===== src/rtl/imem_arbiter_pkg.sv =====
// imem_arbiter_pkg: shared types for the instruction memory arbiter
package imem_arbiter_pkg;
  localparam int DATA_W = 32;
  typedef enum logic [1:0] {LOAD, RUN, DRAIN} imem_arb_state_type;
  typedef enum logic {OWN_FETCH, OWN_LOADER} imem_owner_type;
endpackage


===== src/rtl/imem_arbiter_starve_counter.sv =====
// arb_starve_counter: saturating count of consecutive denied loader cycles
module arb_starve_counter #(
  parameter int LIMIT = 8
) (
  input  logic clk,
  input  logic reset,
  input  logic inc,
  input  logic clr,
  output logic at_limit
);
  logic [7:0] cnt;
  assign at_limit = cnt >= 8'(LIMIT);
  always_ff @(posedge clk or posedge reset)
    if (reset) cnt <= '0;
    else if (clr) cnt <= '0;
    else if (inc && !at_limit) cnt <= cnt + 8'd1;
endmodule


===== src/rtl/imem_arbiter.sv =====
// imem_arbiter: shares the instruction SRAM between fetch and the program loader
module imem_arbiter
  import imem_arbiter_pkg::*;
#(
  parameter int DEPTH_WORDS  = 1024,
  parameter int STARVE_LIMIT = 8,
  localparam int AW = $clog2(DEPTH_WORDS)
) (
  input  logic              clk,
  input  logic              reset,
  input  logic              fetch_req,
  input  logic [31:0]       fetch_addr,
  output logic              fetch_stall,
  output logic              fetch_valid,
  output logic [DATA_W-1:0] fetch_data,
  input  logic              ld_req,
  input  logic              ld_we,
  input  logic [31:0]       ld_addr,
  input  logic [DATA_W-1:0] ld_wdata,
  input  logic              ld_done,
  input  logic              ld_halt,
  output logic              ld_gnt,
  output logic              ld_rvalid,
  output logic [DATA_W-1:0] ld_rdata,
  output logic              cpu_hold,
  output logic              mem_en,
  output logic              mem_we,
  output logic [AW-1:0]     mem_addr,
  output logic [DATA_W-1:0] mem_wdata,
  input  logic [DATA_W-1:0] mem_rdata
);
  imem_arb_state_type state, state_nxt;
  imem_owner_type rd_owner;
  logic fetch_gnt, at_limit, rd_valid;
  logic [DATA_W-1:0] fetch_q, ld_q;
  logic unused;
  assign unused = ^{fetch_addr[31:AW+2], fetch_addr[1:0], ld_addr[31:AW+2], ld_addr[1:0]};
  always_comb begin
    state_nxt = state;
    fetch_gnt = 1'b0;
    ld_gnt = 1'b0;
    fetch_stall = 1'b1;
    case (state)
      LOAD: begin
        ld_gnt = ld_req;
        state_nxt = ld_done ? RUN : LOAD;
      end
      RUN:
        if (ld_halt) state_nxt = DRAIN;
        else begin
          fetch_gnt = fetch_req && !at_limit;
          ld_gnt = ld_req && !fetch_gnt;
          fetch_stall = fetch_req && !fetch_gnt;
        end
      DRAIN: state_nxt = rd_valid ? DRAIN : LOAD;
      default: state_nxt = LOAD;
    endcase
  end
  assign cpu_hold = state == LOAD;
  assign mem_en = fetch_gnt || ld_gnt;
  assign mem_we = ld_gnt && ld_we;
  assign mem_addr = ld_gnt ? ld_addr[AW+1:2] : fetch_gnt ? fetch_addr[AW+1:2] : '0;
  assign mem_wdata = ld_gnt ? ld_wdata : '0;
  // read data is routed by the owner tag captured at grant time
  assign fetch_valid = rd_valid && rd_owner == OWN_FETCH;
  assign ld_rvalid = rd_valid && rd_owner == OWN_LOADER;
  assign fetch_data = fetch_valid ? mem_rdata : fetch_q;
  assign ld_rdata = ld_rvalid ? mem_rdata : ld_q;
  always_ff @(posedge clk or posedge reset)
    if (reset) begin
      state <= LOAD;
      rd_valid <= 1'b0;
      rd_owner <= OWN_FETCH;
      fetch_q <= '0;
      ld_q <= '0;
    end else begin
      state <= state_nxt;
      rd_valid <= mem_en && !mem_we;
      rd_owner <= ld_gnt ? OWN_LOADER : OWN_FETCH;
      fetch_q <= fetch_data;
      ld_q <= ld_rdata;
    end
  arb_starve_counter #(.LIMIT(STARVE_LIMIT)) u_starve (
    .clk(clk),
    .reset(reset),
    .inc(ld_req && !ld_gnt),
    .clr(ld_gnt),
    .at_limit(at_limit)
  );
endmodule


===== config.mk =====
export PLATFORM = sky130hd
export DESIGN_NAME = imem_arbiter
export DESIGN_NICKNAME = d
export VERILOG_FILES = /design/src/rtl/imem_arbiter_pkg.sv /design/src/rtl/imem_arbiter_starve_counter.sv /design/src/rtl/imem_arbiter.sv
export SDC_FILE = /design/constraint.sdc
export NUM_CORES = 1
export LEC_CHECK = 0
export CAP_MARGIN = 20
export CORE_UTILIZATION = 34
export DETAILED_ROUTE_END_ITERATION = 8
export PLACE_DENSITY = 0.81
export SLEW_MARGIN = 30
export SYNTH_ARGS = -nofsm -noshare
export SYNTH_HDL_FRONTEND = slang
export SYNTH_HIERARCHICAL = 1
export SYNTH_SLANG_ARGS = --single-unit

===== constraint.sdc =====
create_clock -name clk -period 2.5 [get_ports clk]
set_input_delay 0.25 -clock clk [delete_from_list [all_inputs] [get_ports clk]]
set_output_delay 0.25 -clock clk [all_outputs]
set_load 0.05 [all_outputs]

==> metrics.md, run 1 <==
| Metric | Value |
|---|---|
| Total setup buffers inserted after CTS | `0` |
| Vias in the first global route | `2899` |
| Total power | `9.638 mW` |
| Setup CP Type | `flip-flop to primary output` |
| Rows | `35` |
| Clock transition at path regs | `0.08 ns` |
| Number of hold violations in the final report | `0` |
| Part of the power in registers | `0.202` |
| Max Cap Violations | `0` |
| Die area | `just over 0.01 mm2` |
| WL per Instance | `17.53 um` |
| Clk buf depth | `2` |
| Setup violations, final | `0` |
| Vias per cell | `4.555` |
| Fin util | `0.7379` |
| Synth warnings | `6` |
| Status | `finished, final reports clean` |
| Commonest non-fill, non-tap cell in the layout | `buf_12` |
| Via count | `2669` |
| Seq cells post-synth | `76` |
| Routed Antenna Nets | `0` |
| Switching Fraction | `0.4292` |
| Layout cells sized above 1 | `0.4573` |
| FILL cells | `599` |
| WL final | `10.27 mm` |
| Detail Placement HPWL | `8.033 mm` |
| # IOs | `about 250` |
| Crit. End Element | `primary output` |
| Combinational Power Share | `0.694` |
| Min Tclk post-route | `2.412 ns` |
| Die width | `100.5 um` |
| Commonest cells after routing, fill and taps aside | `buf_12, clkdlybuf4s50_1, dfrtp_1` |
| Worst skew pair latency | `0.33 ns` |
| Pleak | `3.008 nW` |
| Chip Height | `100.5 um` |
| Hold Crit Class | `input port to asynchronous set/reset pin` |
| Largest net degree at the start of global routing | `39` |
| CTS Buf Count | `9` |
| Num Clock Sinks | `76` |
| Initial antenna violation count | `0` |
| H-tree levels | `3` |
| Effective utilization at floorplan | `0.3536` |
| DRT iter0 DRCs | `43` |
| Clock share of power | `0.104` |
| Critical path launch point type | `flip-flop` |
| Gate Count Post-Synth | `245` |
| Post-synth net total | `382` |
| Worst EP arrival | `2.16 ns` |
| Worst slew pin tran | `around 0.68 ns` |
| Synth cell types | `28` |
| DRC violations left | `0` |
| Root buf cell | `clkbuf_8` |
| Slew Viols, Final | `0` |
| Core Region | `0.009328 mm2` |
| Internal power | `5.501 mW` |
| I/O Buffers | `203` |
| First-pass GRT wire length | `15.32 mm` |
| Pwr dens | `1400 mW/mm2` |
| Sw power | `4.137 mW` |
| Skew final | `slightly above 0.006 ns` |
| Final setup margin | `between 0.08 and 0.09 ns` |
| Post-route setup TNS | `0 ns` |
| Largest fanout on the critical path | `6` |
| Rel. slew slack | `0.5457` |
| Place WS | `0.3249 ns` |
| Nets | `590` |
| Antenna Cells | `0` |
| DR pass1 iterations | `4` |
| Fin crit share | `0.9649` |
| Seq/Total Area, Yosys | `0.5766` |
| Area Growth Syn to Fin | `108.7%` |
| Total track usage | `0.1977` |
| Worst EP required | `2.25 ns` |
| Fmax | `414.6 MHz` |
| CTS tree | `done` |
| Congestion Overflow GR | `0` |
| Gp weighted congestion | `0.7841` |
| VDD IR max | `between 1 and 1.5 mV` |
| Synth Area per Inst | `approximately 13 um2` |
| Mapped cell area | `0.003298 mm2` |
| Cts hold-fix bufs | `0` |
==> area by class of cell <==
class,count,area [um2],share of cell area
timing repair buffer,212,3279,0.4765
sequential,76,1902,0.2763
multi-input combinational,147,1300,0.1889
tap,129,161.4,0.02345
clock buffer,9,123.9,0.01800
clock inverter,6,90.09,0.01309
inverter,7,26.28,0.003817
==> layer usage <==
metal  global-route usage  vias up  part of all wire
li1                     -     1250                 -
met1               0.2315     1341              0.39
met2               0.3678       72              0.56
met3              0.05062        6             0.044
met4              0.03344        0            0.0049
met5                    0        -                 0
==> final timing paths <==
kind                                              from                     endpoint  slack (ns)  cells past startpoint
max                        u_starve/cnt[3]$_DFFE_PP0P_                       mem_en        0.09                      7
min                                              reset  u_starve/cnt[6]$_DFFE_PP0P_        0.22                      2
max reg2reg                u_starve/cnt[3]$_DFFE_PP0P_  u_starve/cnt[0]$_DFFE_PP0P_        0.39                      7
min reg2reg                      fetch_q[23]$_DFF_PP0_        fetch_q[23]$_DFF_PP0_        0.54                      1
max in group asynchronous                        reset           ld_q[12]$_DFF_PP0_        1.48                      3
min in group clk                 fetch_q[23]$_DFF_PP0_        fetch_q[23]$_DFF_PP0_        0.54                      1
==> sequential cells by signal, summed over array words and instances (netlist names) <==
register      count
rd_valid          1
fetch_q          32
ld_q             32
state             2
rd_owner          1
u_starve/cnt      8
==> cells by family after synthesis <==
logic type                 count (synthesis)  synth area share
DFF                                       76            0.5766
muxes                                     67            0.2284
and+or+nand+nor                           64            0.1165
buffers and inverters                     22           0.03453
AOI/OAI and AO/OA                         14           0.03642
adders and majority gates                  2          0.007586
==> critical path, cell delays in order, from the launching register on <==
cell and delay [ns]:
dfrtp_1 0.42, nor3_4 0.26, nand2_2 0.08, nand3b_1 0.18
and4b_4 0.27, buf_12 0.15, or2_2 0.31, buf_12 0.16
==> per-stage QoR <==
| stage | std cells | hold slack, ns | instance area (um2) |
|---|---|---|---|
| after floorplan | 245 | 0.06566 | 3298 |
| after global placement | 568 | 0.4838 | 6563 |
| after detailed placement | 568 | 0.5031 | 6563 |
| after CTS | 583 | 0.2110 | 6787 |
| after global routing | 586 | 0.2578 | 6883 |
| final | 586 | 0.2229 | 6883 |
==> power by group through the flow <==
stage / clock network [mW] / logic [mW] / registers [mW]
final: 1.00 / 6.69 / 1.95
after global routing: 1.08 / 6.90 / 2.00
after CTS: 1.03 / 6.69 / 1.96
after detailed placement: 0 / 6.67 / 1.98
after global placement: 0 / 6.56 / 1.93
after floorplan: 0 / 3.35 / 1.90
==> timing repair <==
item | in CTS | in global routing
endpoints found under the setup margin | 3 | 13
resized for setup | 2 | 7
pin swaps | 0 | 2
cloned | 0 | 3
==> synth_stat cells, drive strengths merged <==
| master | n | share of area |
|---|---|---|
| clkbuf | 4 | 0.0053 |
| and2 | 33 | 0.063 |
| nor3b | 1 | 0.0023 |
| o31ai | 1 | 0.0023 |
| nor3 | 1 | 0.0030 |
| mux2 | 66 | 0.23 |
| or2 | 1 | 0.0019 |
| ha | 2 | 0.0076 |
| nand2b | 2 | 0.0038 |
| and3 | 1 | 0.0023 |
| a22o | 10 | 0.027 |
| and4b | 1 | 0.0030 |
| inv | 7 | 0.0080 |
| nor2b | 8 | 0.015 |
| o22ai | 1 | 0.0019 |
| buf | 11 | 0.021 |
| nand4 | 2 | 0.0038 |
| nor2 | 6 | 0.0068 |
| mux2i | 1 | 0.0030 |
| nand3b | 1 | 0.0023 |
| dfrtp | 76 | 0.58 |
| and3b | 1 | 0.0027 |
| nand2 | 6 | 0.0068 |
| a41o | 1 | 0.0030 |
| a221oi | 1 | 0.0027 |
No activity file was read; power rests on OpenSTA's default activity.
==> run 2, diff against run 1 <==
- PLACE_DENSITY: 0.81 -> 0.91
==> metrics.md, run 2 (synthesis results as in run 1) <==
| Metric | Value |
|---|---|
| Status | `finished, final reports clean` |
| Hold Crit Class | `input port to asynchronous set/reset pin` |
| DR pass1 iterations | `4` |
| Depth of the most critical reg-to-reg path | `9` |
| Total track usage | `0.2072` |
| Critical path launch point type | `flip-flop` |
| Chip Height | `roughly 100 um` |
| WL per Instance | `17.98 um` |
| Root buf cell | `clkbuf_8` |
| Pleak | `2.975 nW` |
| Area Growth Syn to Fin | `106.4%` |
| Fmax | `between 400 and 500 MHz` |
| Largest regs | `fetch_q: 32 flops, ld_q: 32 flops, u_starve/cnt: 8 flops` |
| Die area | `0.01010 mm2` |
| Rel. slew slack | `0.6399` |
| Number of hold violations in the final report | `0` |
| Hold slack | `about 0.22 ns` |
| Place WS | `0.2382 ns` |
| Num Clock Sinks | `76` |
| Crit. End Element | `flip-flop` |
| Commonest non-fill, non-tap cell in the layout | `buf_12` |
| DRT iter0 DRCs | `81` |
| Vias in the first global route | `2941` |
| VDD IR max | `0.9721 mV` |
| Final setup margin | `between 0.07 and 0.08 ns` |
| Worst skew pair latency | `0.33 ns` |
| Gp weighted congestion | `0.7232` |
| Pwr dens | `1403 mW/mm2` |
| CTS Buf Count | `9` |
| Vias per cell | `approximately 4.5` |
| Via count | `2661` |
| Skew final | `0.005828 ns` |
| Initial antenna violation count | `0` |
| Die width | `100.5 um` |
| H-tree levels | `3` |
| Clk buf depth | `2` |
| Clock transition at path regs | `0.08 ns` |
| Core Region | `around 0.0093 mm2` |
| CTS tree | `done` |
| Antenna Cells | `0` |
| Post-route setup TNS | `0 ns` |
| Worst EP arrival | `2.64 ns` |
| DRC violations left | `0` |
| Rows | `35` |
| Fin crit share | `0.9703` |
| Setup CP Type | `flip-flop to flip-flop` |
| First-pass GRT wire length | `15.86 mm` |
| Cts hold-fix bufs | `0` |
| Slew Viols, Final | `0` |
| Max Cap Violations | `0` |
| Detail Placement HPWL | `between 8 and 9 mm` |
| Worst slew pin tran | `0.5394 ns` |
| Routed Antenna Nets | `0` |
| Min Tclk post-route | `2.426 ns` |
| Setup violations, final | `0` |
| Effective utilization at floorplan | `0.3536` |
| Largest fanout on the critical path | `13` |
| Total power | `~9.5 mW` |
| WL final | `10.54 mm` |
| Worst EP required | `2.72 ns` |
| Layout cells sized above 1 | `0.4573` |
| Largest net degree at the start of global routing | `46` |
| I/O Buffers | `203` |
| Nets | `589` |
| # IOs | `~250` |
| Congestion Overflow GR | `0` |
| Commonest cells after routing, fill and taps aside | `buf_12, clkdlybuf4s50_1, dfrtp_1` |
run 2: changes by cell type in the layout (fill, tap and decap cells not counted), sizes merged:
cell,delta
clkinvlp,+1
buf,+2
bufinv,-1
clkbuf,-2
run 2: metrics by stage:
stage	cell area [um2]	util	cells
2_1_floorplan	3298	-	245
3_3_place_gp	6563	0.7036	568
3_5_place_dp	6563	0.7036	568
4_1_cts	6782	0.7270	585
5_1_grt	6807	0.7297	586
6_report	6807	0.7297	586
run 2: final cells by class:
| cell class | instances | area [um2] |
|---|---|---|
| inverters | 7 | 26.28 |
| well taps | 129 | 161.4 |
| multi-input cells | 147 | 1300 |
| clock buffers | 10 | 137.6 |
| clock inverters | 6 | 63.81 |
| fillers | 599 | 2521 |
| repair buffers | 211 | 3216 |
| flip-flops and latches | 76 | 1902 |
run 2: what timing repair did:
| item | 4_1_cts | 5_1_grt |
|---|---|---|
| pin swaps | 1 | 2 |
| buffers inserted | 1 | 1 |
| endpoints found under the setup margin | 22 | 44 |
| gates resized for setup | 2 | 6 |
run 2: metal layers:
metal	up-vias	global-route usage	part of all wire
met5	-	0	0
met4	0	0.05463	0.017
met2	87	0.3836	0.55
met1	1313	0.2277	0.37
li1	1247	-	-
met3	14	0.06657	0.057
run 2: path summary, 6_finish.rpt:
path	end	slack (ns)	from
hold reg to reg	fetch_q[18]$_DFF_PP0_	0.54	fetch_q[18]$_DFF_PP0_
max in group asynchronous	fetch_q[5]$_DFF_PP0_	1.56	reset
setup reg to reg	u_starve/cnt[0]$_DFFE_PP0P_	0.07	u_starve/cnt[7]$_DFFE_PP0P_
min in group clk	fetch_q[18]$_DFF_PP0_	0.54	fetch_q[18]$_DFF_PP0_
hold / removal	u_starve/cnt[6]$_DFFE_PP0P_	0.22	reset
setup / recovery	u_starve/cnt[0]$_DFFE_PP0P_	0.07	u_starve/cnt[7]$_DFFE_PP0P_
run 2: report_power, final:
part	switching (mW)	internal (mW)	total, mW
Combinational	3.54	3.13	6.66
Sequential	0.171	1.78	1.95
Clock	0.444	0.487	0.930
Total	4.15	5.39	9.55
run 2: critical path: stages (launching register included):
cell	delay (ns)
dfrtp_1	0.41
nor3_4	0.23
nand2_2	0.08
nand3b_1	0.18
and4b_2	0.27
buf_4	0.14
buf_4	0.17
nor2b_1	0.23
and3_2	0.27
mux2_2	0.33
==> run 3, diff against run 2 <==
- ABC_AREA: unset -> 1
- CORE_UTILIZATION: 34 -> 36
- PLACE_DENSITY: 0.91 -> 0.92
==> metrics.md, run 3 <==
| Metric | Value |
|---|---|
| Status | `finished, final reports clean` |
| Largest net degree at the start of global routing | `41` |
| CP top delay family | `simple AND/OR/NAND/NOR gates` |
| Die width | `102.1 um` |
| Depth of the most critical reg-to-reg path | `11` |
| R2r setup slk | `0.66 ns` |
| Synth top cells by count | `nand2_1, inv_1, dfrtp_1, o21ai_0, nor2_1` |
| Mapped cell area | `0.003605 mm2` |
| Fin crit share | `0.9423` |
| Clock share of power | `0.086` |
| Hold Crit Class | `input port to asynchronous set/reset pin` |
| Initial antenna violation count | `0` |
| Critical path cell sequence | `nor2_4 > nand3_1 > inv_1 > nand2_1 > nand3_2 > nand2_4 > nand2_8 > buf_12 > nor2_2 > buf_12` |
| Final setup margin | `approximately 0.14 ns` |
| Most numerous cell in the Yosys netlist | `nand2_1` |
| Combinational Power Share | `0.735` |
| Slew Viols, Final | `0` |
| Max Cap Violations | `0` |
| Worst EP required | `2.25 ns` |
| Critical path launch point type | `flip-flop` |
| Via count | `3560` |
| Synth Area per Inst | `8.422 um2` |
| Switching Fraction | `0.4878` |
| Number of hold violations in the final report | `0` |
| Congestion Overflow GR | `0` |
| H-tree levels | `3` |
| Commonest cells after routing, fill and taps aside | `buf_12, nand2_1, clkdlybuf4s50_1` |
| Synth top area share | `0.5276` |
| Largest family of logic cells by synthesized area | `simple AND/OR/NAND/NOR gates` |
| Buf/Inv on CP | `3` |
| Vias in the first global route | `around 3700` |
| # IOs | `248` |
| Register Area | `0.001902 mm2` |
| Synth cell types | `20` |
| Pwr dens | `1575 mW/mm2` |
| FF-to-FF End | `u_starve/cnt[0]$_DFFE_PP0P_` |
| Rel. slew slack | `0.5764` |
| Asr flop ratio synth | `1.000` |
| Detail Placement HPWL | `9.969 mm` |
| Met2 wire length | `6.406 mm` |
| Nets | `771` |
| Most used DFF post-synth | `dfrtp_1` |
| Post-synth EDFFs | `0` |
| Setup violations, final | `0` |
| Multiplexer share of the synthesized area | `0` |
| DR pass1 iterations | `4` |
| Area Growth Syn to Fin | `97.74%` |
| XOR/XNOR share of the synthesized area | `0.002430` |
| Reg2Reg Launch Point | `u_starve/cnt[4]$_DFFE_PP0P_` |
| Worst skew pair latency | `0.35 ns` |
| Rows | `36` |
| Routed Antenna Nets | `0` |
| Area leader, netlist | `dfrtp_1` |
| Slowest stage cell, crit path | `dfrtp_1` |
| Sw power | `5.477 mW` |
| Seq cells post-synth | `76` |
| FILL cells | `roughly 600` |
| Vias per cell | `4.611` |
| RSZ-0062 raised after global routing | `false` |
| Area contributors post-synth | `dfrtp_1, nand2_1, o21ai_0, inv_1, nor2_4` |
| Core Region | `0.009729 mm2` |
| Post-Place Cells | `756` |
| I/O Buffers | `203` |
| Post-DP Area | `0.006890 mm2` |
| Min Tclk post-route | `around 2.4 ns` |
| Setup crit start | `u_starve/cnt[4]$_DFFE_PP0P_` |
| Clk buf depth | `2` |
| Effective utilization at floorplan | `0.3705` |
| Die area | `between 0.01 and 0.015 mm2` |
| Setup CP Type | `flip-flop to primary output` |
| Post-synthesis simple-gate area fraction | `0.2527` |
| Layout cells sized above 1 | `0.2770` |
| CTS Buf Count | `9` |
| Largest fanout on the critical path | `17` |
| Commonest non-fill, non-tap cell in the layout | `buf_12` |
| Synth warnings | `6` |
| Design area | `slightly above 0.007 mm2` |
| CTS tree | `done` |
| WL final | `11.95 mm` |
| Synth Area in Compound Gates | `0.09163` |
| DRC violations left | `0` |
| Non-filler cells, final | `772` |
| Largest regs | `fetch_q: 32 flops, ld_q: 32 flops, u_starve/cnt: 8 flops` |
| DRT iter0 DRCs | `95` |
| Place WS | `0.3041 ns` |
| Fin util | `0.7326` |
| Worst slew pin tran | `around 0.63 ns` |
| Fmax | `424.5 MHz` |
| Part of the power in registers | `0.179` |
| Pleak | `3.440 nW` |
| Chip Height | `~100 um` |
| Clock transition at path regs | `0.08 ns` |
| Met3 wire length | `983 um` |
| Max incr delay on CP | `about 0.42 ns` |
| Gate Count Post-Synth | `428` |
| Root buf cell | `clkbuf_8` |
| Post-synth net total | `565` |
| Worst EP arrival | `between 2 and 2.5 ns` |
| Top Layer Used | `met4` |
| Num Clock Sinks | `76` |
| VDD IR max | `0.9112 mV` |
| Met1 Wirelength | `4.107 mm` |
| First-pass GRT wire length | `about 18 mm` |
| WL per Instance | `15.48 um` |
| CP most frequent cell | `buf_12` |
| Skew final | `0.01229 ns` |
| Antenna Cells | `0` |
| Post-route setup TNS | `0 ns` |
| Crit. End Element | `primary output` |
| Seq/Total Area, Yosys | `0.5276` |
| Synth Area in Adders | `0.006942` |
| Multi-input logic area | `0.001306 mm2` |
| Total track usage | `0.2326` |
| Gp weighted congestion | `0.8501` |
| Internal power | `5.751 mW` |
run 3: cell count changes after synthesis, sizes merged, moves of 33 or more:
cell / previous run / this run
nand2: 6 / 107
inv: 7 / 85
nor2: 6 / 49
o21ai: 0 / 66
mux2: 66 / 0
and2: 33 / 0
run 3: power groups by stage:
stage	logic (mW)	clock network, mW	registers, mW
after floorplan	4.13	0	1.97
after global placement	8.03	0	1.98
after detailed placement	8.25	0	2.03
after CTS	8.28	0.988	2.01
after global routing	8.60	1.05	2.07
final	8.25	0.964	2.01
run 3: cells by family after synthesis:
group,after synthesis
simple gates,178
buf+inv,105
compound gates,66
flops,76
xor+xnor,1
fa+ha+maj,2
run 3: layout make-up:
type | count | area share
clock buffers | 10 | 0.01931
multi-input cells | 247 | 0.1833
flip-flops and latches | 76 | 0.2668
clock inverters | 6 | 0.01001
inverters | 85 | 0.04476
well taps | 133 | 0.02335
repair buffers | 215 | 0.4525
run 3: repair_timing:
action	in CTS	in global routing
pin swaps	0	0
setup endpoints to repair	6	13
resized for setup	2	14
hold buffers	0	0
buffers inserted	0	0
run 3: metrics by stage:
step / hold WS, ns / power [mW]
6_report: 0.1918 / 11.23
2_1_floorplan: 0.06566 / 6.100
3_3_place_gp: 0.5054 / 10.01
4_1_cts: 0.1881 / 11.28
5_1_grt: 0.2224 / 11.71
3_5_place_dp: 0.5270 / 10.28
run 3: how the worst max path moves through the flow:
| stage | to | slack [ns] | depth (start not counted) |
|---|---|---|---|
| after floorplan | fetch_data[0] | -0.37 | 5 |
| after global placement | mem_wdata[23] | 0.42 | 8 |
| after detailed placement | mem_wdata[23] | 0.30 | 8 |
| after CTS | mem_wdata[23] | 0.08 | 10 |
| after global routing | fetch_data[15] | 0.01 | 6 |
| final | mem_wdata[22] | 0.14 | 10 |
run 3: per-layer routing:
layer / up-vias / global-route usage
met2: 174 / 0.4378
met4: 0 / 0.09890
met5: - / 0
li1: 1696 / -
met3: 30 / 0.07524
met1: 1660 / 0.2337
